## config.mk

```make
export PLATFORM = sky130hd
export DESIGN_NAME = sender_arbiter_flat
export DESIGN_NICKNAME = d
export VERILOG_FILES = /design/src/rtl/sender_arbiter_if.sv /design/src/rtl/sender_arbiter.sv /design/src/flat_wrapper.sv
export SDC_FILE = /design/constraint.sdc
export NUM_CORES = 1
export LEC_CHECK = 0
export ABC_AREA = 0
export CAP_MARGIN = 40
export CORE_UTILIZATION = 48
export DETAILED_ROUTE_END_ITERATION = 6
export PLACE_DENSITY = 0.84
export SYNTH_ARGS = -nofsm -noshare
export SYNTH_HDL_FRONTEND = slang
export SYNTH_SLANG_ARGS = --single-unit
```

## constraint.sdc

```tcl
create_clock -name clk -period 5.05 [get_ports clk]
set_input_delay 0.505 -clock clk [delete_from_list [all_inputs] [get_ports clk]]
set_output_delay 0.505 -clock clk [all_outputs]
set_load 0.02 [all_outputs]
```

## src/rtl/sender_arbiter_if.sv

```systemverilog
// Request/launch/completion signals between requesters, the arbiter and the sender.
// The arbiter takes the slave side; requesters and the sender drive the master side.
interface sender_arbiter_if #(
    parameter int NUM_REQ = 4
);
    logic [NUM_REQ-1:0]         req_i;
    logic [8*NUM_REQ-1:0]       req_data_i;
    logic [7:0]                 send_data;
    logic                       do_now;
    logic                       done_pulse;
    logic [NUM_REQ-1:0]         served_o;
    logic                       err_o;
    logic [$clog2(NUM_REQ)-1:0] err_idx_o;
    logic                       busy_o;

    modport master (
        output req_i, req_data_i, done_pulse,
        input  send_data, do_now, served_o, err_o, err_idx_o, busy_o
    );

    modport slave (
        input  req_i, req_data_i, done_pulse,
        output send_data, do_now, served_o, err_o, err_idx_o, busy_o
    );
endinterface

```

## src/rtl/sender_arbiter.sv

```systemverilog
// Round-robin arbiter that hands one requester byte at a time to a single sender,
// waits for its completion pulse and aborts the transfer after TIMEOUT cycles.
module sender_arbiter #(
    parameter int NUM_REQ = 4,
    parameter int TIMEOUT = 255
) (
    input  logic             clk,
    input  logic             rst,
    sender_arbiter_if.slave  bus
);
    localparam int IW = $clog2(NUM_REQ);

    typedef enum logic [1:0] {
        IDLE      = 2'd0,
        LAUNCH    = 2'd1,
        WAIT_DONE = 2'd2,
        RELEASE   = 2'd3
    } state_t;

    state_t         state, state_n;
    logic [IW-1:0]  ptr, idx, grant, cand;
    logic           grant_vld;
    logic [7:0]     grant_byte;
    logic [7:0]     timer;
    logic           timer_hit;
    logic           success, abort;

    // Scan from the farthest candidate to the nearest so the one right after ptr wins.
    always_comb begin
        grant     = '0;
        grant_vld = 1'b0;
        cand      = '0;
        for (int i = NUM_REQ; i >= 1; i--) begin
            cand = IW'((int'(ptr) + i) % NUM_REQ);
            if (bus.req_i[cand]) begin
                grant     = cand;
                grant_vld = 1'b1;
            end
        end
    end

    always_comb begin
        grant_byte = '0;
        for (int k = 0; k < NUM_REQ; k++) begin
            if (grant == IW'(k)) grant_byte = bus.req_data_i[8*k +: 8];
        end
    end

    // Abort on the cycle whose increment would make the timer equal TIMEOUT.
    assign timer_hit = ({1'b0, timer} + 9'd1) == 9'(TIMEOUT);

    always_ff @(posedge clk) begin
        if (rst) state <= IDLE;
        else     state <= state_n;
    end

    always_comb begin
        state_n = state;
        success = 1'b0;
        abort   = 1'b0;
        case (state)
            IDLE:      if (grant_vld) state_n = LAUNCH;
            LAUNCH:    state_n = WAIT_DONE;
            WAIT_DONE: begin
                if (bus.done_pulse) begin
                    state_n = RELEASE;
                    success = 1'b1;
                end else if (timer_hit) begin
                    state_n = RELEASE;
                    abort   = 1'b1;
                end
            end
            RELEASE:   state_n = IDLE;
            default:   state_n = IDLE;
        endcase
    end

    // Outputs are registered from the transition being taken, so each pulse
    // lands in the cycle of the state it belongs to.
    always_ff @(posedge clk) begin
        if (rst) begin
            ptr           <= IW'(NUM_REQ - 1);
            idx           <= '0;
            timer         <= '0;
            bus.send_data <= '0;
            bus.do_now    <= 1'b0;
            bus.served_o  <= '0;
            bus.err_o     <= 1'b0;
            bus.err_idx_o <= '0;
            bus.busy_o    <= 1'b0;
        end else begin
            bus.do_now   <= (state == IDLE) && grant_vld;
            bus.busy_o   <= (state_n != IDLE);
            bus.served_o <= success ? ({{(NUM_REQ-1){1'b0}}, 1'b1} << idx) : '0;
            bus.err_o    <= abort;
            if ((state == IDLE) && grant_vld) begin
                idx           <= grant;
                bus.send_data <= grant_byte;
            end
            if (state == LAUNCH)
                timer <= '0;
            else if ((state == WAIT_DONE) && !bus.done_pulse)
                timer <= timer + 8'd1;
            if (abort) bus.err_idx_o <= idx;
            if (state == RELEASE) ptr <= idx;
        end
    end
endmodule
```

## src/flat_wrapper.sv

```systemverilog
// flat-port wrapper written by rule: the top's interface ports become plain ports
module sender_arbiter_flat 
#(
    parameter int NUM_REQ = 4,
    parameter int TIMEOUT = 255
)
  (clk, rst, bus_req_i, bus_req_data_i, bus_done_pulse, bus_send_data, bus_do_now, bus_served_o, bus_err_o, bus_err_idx_o, bus_busy_o);
  sender_arbiter_if #(.NUM_REQ(NUM_REQ)) bus_i ();
  input  logic clk;
  input  logic rst;
  input wire logic [$bits(bus_i.req_i)-1:0] bus_req_i;
  input wire logic [$bits(bus_i.req_data_i)-1:0] bus_req_data_i;
  input wire logic [$bits(bus_i.done_pulse)-1:0] bus_done_pulse;
  output wire logic [$bits(bus_i.send_data)-1:0] bus_send_data;
  output wire logic [$bits(bus_i.do_now)-1:0] bus_do_now;
  output wire logic [$bits(bus_i.served_o)-1:0] bus_served_o;
  output wire logic [$bits(bus_i.err_o)-1:0] bus_err_o;
  output wire logic [$bits(bus_i.err_idx_o)-1:0] bus_err_idx_o;
  output wire logic [$bits(bus_i.busy_o)-1:0] bus_busy_o;
  assign bus_i.req_i = bus_req_i;
  assign bus_i.req_data_i = bus_req_data_i;
  assign bus_i.done_pulse = bus_done_pulse;
  assign bus_send_data = bus_i.send_data;
  assign bus_do_now = bus_i.do_now;
  assign bus_served_o = bus_i.served_o;
  assign bus_err_o = bus_i.err_o;
  assign bus_err_idx_o = bus_i.err_idx_o;
  assign bus_busy_o = bus_i.busy_o;
  sender_arbiter #(.NUM_REQ(NUM_REQ), .TIMEOUT(TIMEOUT)) u_core (.clk(clk), .rst(rst), .bus(bus_i));
endmodule
```

==> results of run 1 <==
==> cell families (layout without fill, tap and decap cells) <==
logic type | count (synthesis) | count (layout) | share of synthesized area (%)
simple gates | 59 | 59 | 19.1
compound gates | 33 | 33 | 17.3
xor+xnor | 6 | 6 | 3.29
buf+inv | 15 | 72 | 4.86
fa+ha+maj | 6 | 6 | 4.71
mux | 19 | 19 | 11.9
flops | 31 | 31 | 38.9
==> through the flow <==
stage	instance area, um2	std cells
after floorplan	1600	169
after global placement	2160	262
after detailed placement	2160	262
after CTS	2230	270
after global routing	2230	270
final	2230	270
==> worst min path at each step <==
stage | endpoint | cells past startpoint | startpoint | slack, ns
global placement | u_core.bus.send_data[3] | 2 | u_core.bus.send_data[3] | 0.45
global route | u_core.bus.send_data[2] | 2 | u_core.bus.send_data[2] | 0.52
floorplan | u_core.bus.served_o[1] | 1 | u_core.idx[1] | 0.45
finish | u_core.bus.send_data[4] | 2 | u_core.bus.send_data[4] | 0.49
detailed placement | u_core.bus.send_data[7] | 2 | u_core.bus.send_data[7] | 0.46
CTS | u_core.bus.send_data[2] | 2 | u_core.bus.send_data[2] | 0.48
==> critical path: cells and delay by family <==
family / cells / cell delay (ns)
muxes: 1 / 0.28
buffers and inverters: 1 / 0.45
AOI/OAI and AO/OA: 4 / 0.99
==> final cells by class <==
cell class	instances	area [um2]
clock buffer	8	68.8
fill	252	877
inverter	9	33.8
multi-input combinational	123	897
sequential	31	621
tap	44	55.1
timing repair buffer	55	551
==> sequential cells by signal (all words and copies together) (netlist names) <==
name / count
u_core.bus.send_data: 8
u_core.timer: 8
u_core.bus.served_o: 4
u_core.bus.err_idx_o: 2
u_core.idx: 2
u_core.ptr: 2
u_core.state: 2
u_core.bus.busy_o: 1
u_core.bus.do_now: 1
u_core.bus.err_o: 1
==> cells in the mapped netlist, types with 2 or more instances <==
cell type / number / area share, %
sky130_fd_sc_hd__a211oi_1: 2 / 0.94
sky130_fd_sc_hd__and3_1: 2 / 0.78
sky130_fd_sc_hd__nor2b_1: 2 / 0.78
sky130_fd_sc_hd__dfxtp_1: 31 / 39
sky130_fd_sc_hd__inv_1: 9 / 2.1
sky130_fd_sc_hd__o21ai_0: 3 / 0.94
sky130_fd_sc_hd__nor3_1: 5 / 1.6
sky130_fd_sc_hd__nand2_1: 16 / 3.8
sky130_fd_sc_hd__nand4_1: 2 / 0.78
sky130_fd_sc_hd__a21oi_1: 7 / 2.2
sky130_fd_sc_hd__xnor2_1: 3 / 1.6
sky130_fd_sc_hd__a31oi_1: 2 / 0.78
sky130_fd_sc_hd__nor2_1: 16 / 3.8
sky130_fd_sc_hd__nand3_1: 5 / 1.6
sky130_fd_sc_hd__o221ai_1: 9 / 4.9
sky130_fd_sc_hd__xor2_1: 3 / 1.6
sky130_fd_sc_hd__mux2i_1: 19 / 12
sky130_fd_sc_hd__ha_1: 6 / 4.7
sky130_fd_sc_hd__buf_6: 2 / 1.4
sky130_fd_sc_hd__nand2b_1: 4 / 1.6
==> layer usage <==
metal,global-route usage (%),wire (um)
met1,25.9,1570
met3,7.58,214
met2,42.7,1920
met4,9.63,59
met5,0,0
==> power breakdown <==
| part | total [mW] | switching, mW | internal [mW] | leakage (nW) |
|---|---|---|---|---|
| Clock | 0.164 | 0.0824 | 0.0819 | 0.0386 |
| Sequential | 0.340 | 0.0445 | 0.296 | 0.253 |
| Combinational | 0.353 | 0.183 | 0.171 | 0.560 |
| Total | 0.858 | 0.310 | 0.549 | 0.852 |
==> results.md, run 1 <==
Critical path:
- The worst flop-to-flop path startpoint is u_core.state[0].
- The data required time at the worst endpoint is 5.25 ns.
- Walking the worst path, the cells encountered are clkdlybuf4s50_1 -> a21oi_1 -> a31oi_1 -> a21oi_4 -> mux2i_1 -> o221ai_1.
- STA classifies the critical path startpoint as a primary input.
- The source of the critical timing path is bus_req_i[0].
- For the worst setup path, the data arrival time is between 2 and 2.5 ns.
- The worst-case register-to-register setup slack is 3.05 ns.
- The worst setup path endpoint is u_core.bus.send_data[0].
- For the worst flop-to-flop path, the logic depth is 6.
- Of all nets on the critical path, the largest fanout is 17.
- The critical setup path kind is primary input to flip-flop.
- The capturing point of the worst reg2reg path is u_core.timer[6].
- In this design, the stage delay of the slowest critical-path cell is 0.58 ns.
- STA classifies the critical path endpoint as a flip-flop.
- The library cell contributing the largest single delay on the critical path is sky130_fd_sc_hd__a21oi_4.

Drt:
- The length of the first detailed-routing pass in iterations is 4.
- The detail route stage leaves a number of antenna-violating nets equal to 0.
- In this run, the number of DRC markers left after iteration 0 of detailed routing was 45.
- Dividing the detail-routed wire length by the instance count gives 13.9 um.
- The final route contains 1,450 vias.
- For this run, design rule violations remaining after detail routing come to 0.
- Using the TritonRoute via totals, the vias-per-cell ratio works out to ~5.4.
- The routed wire length is 3760 um.

Layout:
- Cells fill 71.7% of the core in the end.
- The repair_antennas step left the layout with diodes totalling 0.
- The post-route netlist has 7.52% of its cells at a drive strength greater than 1.
- Relative to the synthesized area, the layout overhead comes to 39.5%.
- In the layout the commonest cells are sky130_fd_sc_hd__clkdlybuf4s50_1, sky130_fd_sc_hd__dfxtp_1, sky130_fd_sc_hd__mux2i_1, sky130_fd_sc_hd__nor2_1, sky130_fd_sc_hd__nand2_1.
- Leaving out fill and tap cells, the most frequent cell in the layout is sky130_fd_sc_hd__clkdlybuf4s50_1.
- The final net count is 270.

Clock tree:
- TritonCTS created 5 clock buffers.
- The H-tree depth reported by CTS is 2.
- In this run the clock root is driven by a sky130_fd_sc_hd__clkbuf_4.
- Post-CTS repair changed the size of 0 cells.
- In this run the post-CTS setup repair buffer count came out at 0.
- The later pin in the worst-skew pair is clocked with a latency of 0.33 ns.
- TritonCTS built the clock tree.
- The total of hold buffers inserted after clock tree synthesis is 0.
- The number of sinks on the clock net is 31.
- No sink is reached through more buffers than the 2 on the longest clock path.
- Clock-pin slew was measured on the worst setup and hold paths at 0.10 ns.

Floorplan:
- In this run the core area contains 20 standard-cell rows.
- The die is around 60 um tall.
- The die outline area is 3560 um2.
- The area of the placeable core is 3100 um2.
- The I/O pin count is 56.
- The floorplan step set the die width to 59.7 um.
- The initial utilization of the core area, before any placement, comes to 51.4%.

Outcome:
- The flow ran to the end, and the final reports show no timing, DRC or antenna violations.

Place:
- The half-perimeter wire length after detailed placement is 3030 um.
- The placer's final routability congestion estimate is 0.778.
- The worst setup slack after placement is 2.66 ns.
- During placement, the flow inserted port buffers numbering 55.

Yosys:
- The most used flip-flop cell after synthesis is sky130_fd_sc_hd__dfxtp_1.
- Yosys mapped a number of flops with a built-in enable equal to 0.
- The synthesized netlist contains 41 unique library cells.
- A synthesized cell averages 9.44 um2.
- The count of warnings emitted by yosys is 0.
- In the synthesized netlist the async set-or-reset flop fraction comes to 0%.
- After technology mapping, the gate count stands at 169.
- The synthesized design contains 31 register bits.
- Synthesis produced a netlist with a net count of 214.
- After synthesis the cells add up to 1600 um2.
- Of the synthesized area, sequential elements account for approximately two fifths.

Timing:
- Of the available clock period, the critical path in the final layout requires 39.9%.
- For the final database, setup skew stands at between 0.008 and 0.009 ns.
- The count of endpoints failing setup in the final report is 0.
- The final hold violation count came to 0.
- The least setup slack across all paths after layout is 3.03 ns.
- After routing, the total negative slack on setup checks comes to 0 ns.
- Across all hold checks on the routed design, the worst slack comes to 0.487 ns.
- The transition time at the pin with the least slew margin is 0.666 ns.
- For this run, the top clock speed supported by timing is roughly 0.50 GHz.
- The number of pins with negative max-slew slack in the final report is 0.
- The final critical-path required period is 2.02 ns.
- The worst max-slew margin expressed relative to the limit is roughly 56%.
- Setup repair after global routing left no endpoint under its margin.

Pwr:
- For this design the ratio of total power to cell area is 386 nW/um2.
- Total power for the finished layout comes to 0.858 mW.
- The worst vdd rail ir drop is approximately 0.22 mV.
- The leakage power is around 0.85 nW.

GRT:
- The via count of the first global-routing pass is 1,472.
- The number of antenna violations at the first check in global routing is 0.
- The first-pass GRT wire length is 6260 um.
- Across every metal layer, demand over resource in global routing totals 23.9%.
- Entering global routing, the biggest net connects 18 pins.
- Summed over all layers, the global routing overflow is 0.

Flow run:
- The number of max-cap violations is 0.

Hold path:
- The class of the tightest hold or removal check is flip-flop to flip-flop.
Power figures use the tool's default switching activity.
==> inputs of run 2 (changes only) <==
--- a/config.mk
+++ b/config.mk
@@ -7,9 +7,9 @@
 export LEC_CHECK = 0
 export ABC_AREA = 0
 export CAP_MARGIN = 40
-export CORE_UTILIZATION = 48
+export CORE_UTILIZATION = 45
 export DETAILED_ROUTE_END_ITERATION = 6
-export PLACE_DENSITY = 0.84
+export PLACE_DENSITY = 0.8
 export SYNTH_ARGS = -nofsm -noshare
 export SYNTH_HDL_FRONTEND = slang
 export SYNTH_SLANG_ARGS = --single-unit
==> constraint.sdc (replaced) <==
create_clock -name clk -period 1.9 [get_ports clk]
set_input_delay 0.19 -clock clk [delete_from_list [all_inputs] [get_ports clk]]
set_output_delay 0.19 -clock clk [all_outputs]
set_load 0.02 [all_outputs]
==> results.md, run 2 (synthesis gave the netlist of run 1 again) <==
Outcome:
- Result of the run: completed (unchanged).

Drt:
- The average vias per placed instance came to 5.02 (was 5.37).
- The violation count after the first detailed-route iteration was 56 (was 45).
- The average wire per standard cell is 12.4 um (was 13.9 um).
- The number of nets with antenna violations after detailed routing is 0 (unchanged).
- The overall via count from detail_route came to 1,405 (was 1,450).
- The final routed DRC violation total is 0 (unchanged).
- The routed wire length came to 3470 um (was 3760 um).
- The length of the first detailed-routing pass in iterations is 4 (unchanged).

Timing:
- The transition time at the pin with the least slew margin was 0.680 ns (was 0.666 ns).
- The worst max-slew margin expressed relative to the limit is 54.6% (was 55.5%).
- The number of pins with negative max-slew slack in the final report was 0 (unchanged).
- The count of endpoints failing setup in the final report is 0 (unchanged).
- The final hold violation count was 0 (unchanged).
- The worst path in the final design needs a cycle of 1.74 ns, including I/O delays and setup.
- The accumulated negative setup slack is 0 ns (unchanged).
- The ratio of final minimum period to clock period is roughly nine tenths.
- Setup repair after global routing missed its margin: false (unchanged).
- The clock tree skew after final layout is 0.0133 ns (was 0.00836 ns).
- Static timing analysis puts the maximum clock frequency at ~0.57 GHz.

GRT:
- The total routing resource utilization after global routing is 20.4% (was 23.9%).
- The maximum number of pins on one net before global-route repair is 18 (unchanged).
- The first-pass GRT wire length was 5600 um (was 6260 um).
- The via count of the first global-routing pass is 1,318 (was 1,472).
- The overflow left after global routing was 0 (unchanged).
- The number of antenna violations at the first check in global routing came to 0 (unchanged).

Floorplan:
- The initial standard-cell utilization of the core is 47.4% (was 51.4%).
- The row count came to 21 (was 20).
- The chip width was 61.5 um (was 59.7 um).
- The die outline area is 3790 um2 (was 3560 um2).
- The die extent in y is 61.5 um (was 59.7 um).
- The I/O pin count is 56 (unchanged).
- The area of the placeable core is 3360 um2 (was 3100 um2).

Pwr:
- The proportion of total power due to net switching is 36.5% (was 36.1%).
- The fraction of power consumed by combinational cells is 43.5% (was 41.2%).
- The power spent charging and discharging nets is 0.824 mW (was 0.310 mW).
- The sequential share of power is 40.0% (was 39.7%).
- The internal power contribution is 1.43 mW (was 0.549 mW).
- The worst vdd rail ir drop came to 0.549 mV (was 0.215 mV).
- The power density over cell area is 993 nW/um2 (was 386 nW/um2).
- The share of power burned in the clock network is 16.5% (was 19.1%).
- The leakage power came to 0.883 nW (was 0.852 nW).

Place:
- The number of cells in the design after placement was 272 (was 262).
- The placer's final routability congestion estimate came to 0.761 (was 0.778).
- The port buffer count came to 55 (unchanged).
- The half-perimeter wire length after detailed placement is 2710 um (was 3030 um).

Clock tree:
- The latest clock arrival within the worst-skew pair is 0.34 ns (was 0.33 ns).
- The number of CTS-inserted buffers was 5 (unchanged).
- The H-tree depth reported by CTS came to 2 (unchanged).
- The cell at the root of the clock tree is sky130_fd_sc_hd__clkbuf_4 (unchanged).
- The total of hold buffers inserted after clock tree synthesis came to 0 (unchanged).
- The number of sinks on the clock net was 31 (unchanged).
- The CTS tree was built (unchanged).
- The total setup buffers inserted after CTS is 0 (unchanged).
- The number of buffers between clock root and the deepest sink is 2 (unchanged).
- The register clock-pin slew on the reported worst setup and hold paths is 0.10 ns (about the same).

Critical path:
- The critical setup path kind is flip-flop to flip-flop (was primary input to flip-flop).
- The capturing element type of the critical path was a flip-flop (unchanged).
- The library cell contributing the largest single delay on the critical path is sky130_fd_sc_hd__dfxtp_2 (was sky130_fd_sc_hd__a21oi_4).
- The data arrival time of the critical path was 1.98 ns (was 2.22 ns).
- The largest stage delay on the critical path is 0.36 ns (was 0.58 ns).
- Worst path cell trace: ha_1 -> xnor2_1 -> nor4_2 -> o221ai_1 -> o21ai_0 -> a21oi_1 (was clkdlybuf4s50_1 -> a21oi_1 -> a31oi_1 -> a21oi_4 -> mux2i_1 -> o221ai_1).
- The startpoint type of the worst setup path is a flip-flop (was primary input).
- The data required time at the worst endpoint is 2.14 ns (was 5.25 ns).
- The maximum net fanout on the critical path is 7 (was 17).

Layout:
- The final net count is 278 (was 270).
- Commonest cells after routing, fill and taps aside: sky130_fd_sc_hd__clkdlybuf4s50_1, sky130_fd_sc_hd__dfxtp_1, sky130_fd_sc_hd__mux2i_1, sky130_fd_sc_hd__nor2_1, sky130_fd_sc_hd__nand2_1 (unchanged).
- The final instance count without filler cells is 280 (was 270).
- The proportion of layout cells with a drive suffix above 1 is 11.1% (was 7.52%).
- Largest registers: u_core.bus.send_data x8, u_core.timer x8, u_core.bus.served_o x4 (unchanged).
- The synthesis-to-finish area growth is 42.4% (was 39.5%).
- The most frequent standard cell in the layout excluding fill and tap cells is sky130_fd_sc_hd__clkdlybuf4s50_1 (unchanged).
- The antenna diode count is 0 (unchanged).

Flow run:
- The number of max-cap violations is 0 (unchanged).

Hold path:
- The class of the tightest hold or removal check is flip-flop to flip-flop (unchanged).
[run 2: cell count changes in the layout (fill, tap and decap cells not counted)]
cell	before	now
sky130_fd_sc_hd__buf_4	0	8
sky130_fd_sc_hd__clkbuf_1	1	2
sky130_fd_sc_hd__clkbuf_8	2	0
sky130_fd_sc_hd__clkinv_2	0	1
sky130_fd_sc_hd__dfxtp_1	31	29
sky130_fd_sc_hd__dfxtp_2	0	2
[run 2: layer usage]
layer,vias up,share of wire [%],track usage (%)
met5,-,0,0
met2,30,50,32.3
met4,0,1.1,7.30
met1,638,46,25.5
li1,733,-,-
met3,4,3.6,7.56
[run 2: repair_timing]
| action | 4_1_cts | 5_1_grt |
|---|---|---|
| setup endpoints to repair | 0 | 2 |
| endpoints found under the hold margin | 0 | 0 |
| gates resized for setup | 0 | 2 |
[run 2: metrics by stage]
| stage | instance area, um2 | setup WS (ns) | power (mW) | hold slack, ns | util, % |
|---|---|---|---|---|---|
| finish | 2270 | 0.155 | 2.26 | 0.476 | 67.6 |
| global route | 2270 | 0.0227 | 2.42 | 0.507 | 67.6 |
| CTS | 2270 | 0.0992 | 2.27 | 0.480 | 67.5 |
| detailed placement | 2220 | -0.119 | 1.90 | 0.451 | 66.0 |
| global placement | 2220 | -0.0719 | 1.89 | 0.447 | 66.0 |
| floorplan | 1600 | 0.299 | 1.50 | 0.314 | - |
[run 2: final timing paths]
| check | from | end | slack [ns] | cells past startpoint |
|---|---|---|---|---|
| worst max-delay path | u_core.timer[0] | u_core.bus.err_idx_o[1] | 0.16 | 6 |
| worst min-delay path | u_core.bus.send_data[5] | u_core.bus.send_data[5] | 0.48 | 2 |
| worst max register to register | u_core.timer[0] | u_core.bus.err_idx_o[1] | 0.16 | 6 |
| worst min register to register | u_core.bus.send_data[5] | u_core.bus.send_data[5] | 0.48 | 2 |
[run 2: critical path: cells and delay by family (launching register included)]
family | cells | cell delay (ns)
flip-flops | 1 | 0.36
adder cells (fa/ha/maj) | 1 | 0.25
AND/OR/NAND/NOR | 1 | 0.35
AO/OA/AOI/OAI | 3 | 0.53
XOR/XNOR | 1 | 0.14
[run 2: power groups by stage]
| stage | Clock (mW) | Sequential, mW | Combinational [mW] |
|---|---|---|---|
| floorplan | 0 | 0.996 | 0.504 |
| global placement | 0 | 0.910 | 0.983 |
| detailed placement | 0 | 0.912 | 0.987 |
| CTS | 0.380 | 0.901 | 0.991 |
| global route | 0.423 | 0.923 | 1.08 |
| finish | 0.372 | 0.902 | 0.982 |
[run 2: area by class of cell]
class	count	area, um2
multi-input cells	123	897
well taps	46	57.6
clock buffers	7	45.0
fillers	296	1090
flip-flops and latches	31	623
clock inverters	1	5.00
inverters	9	33.8
repair buffers	63	611
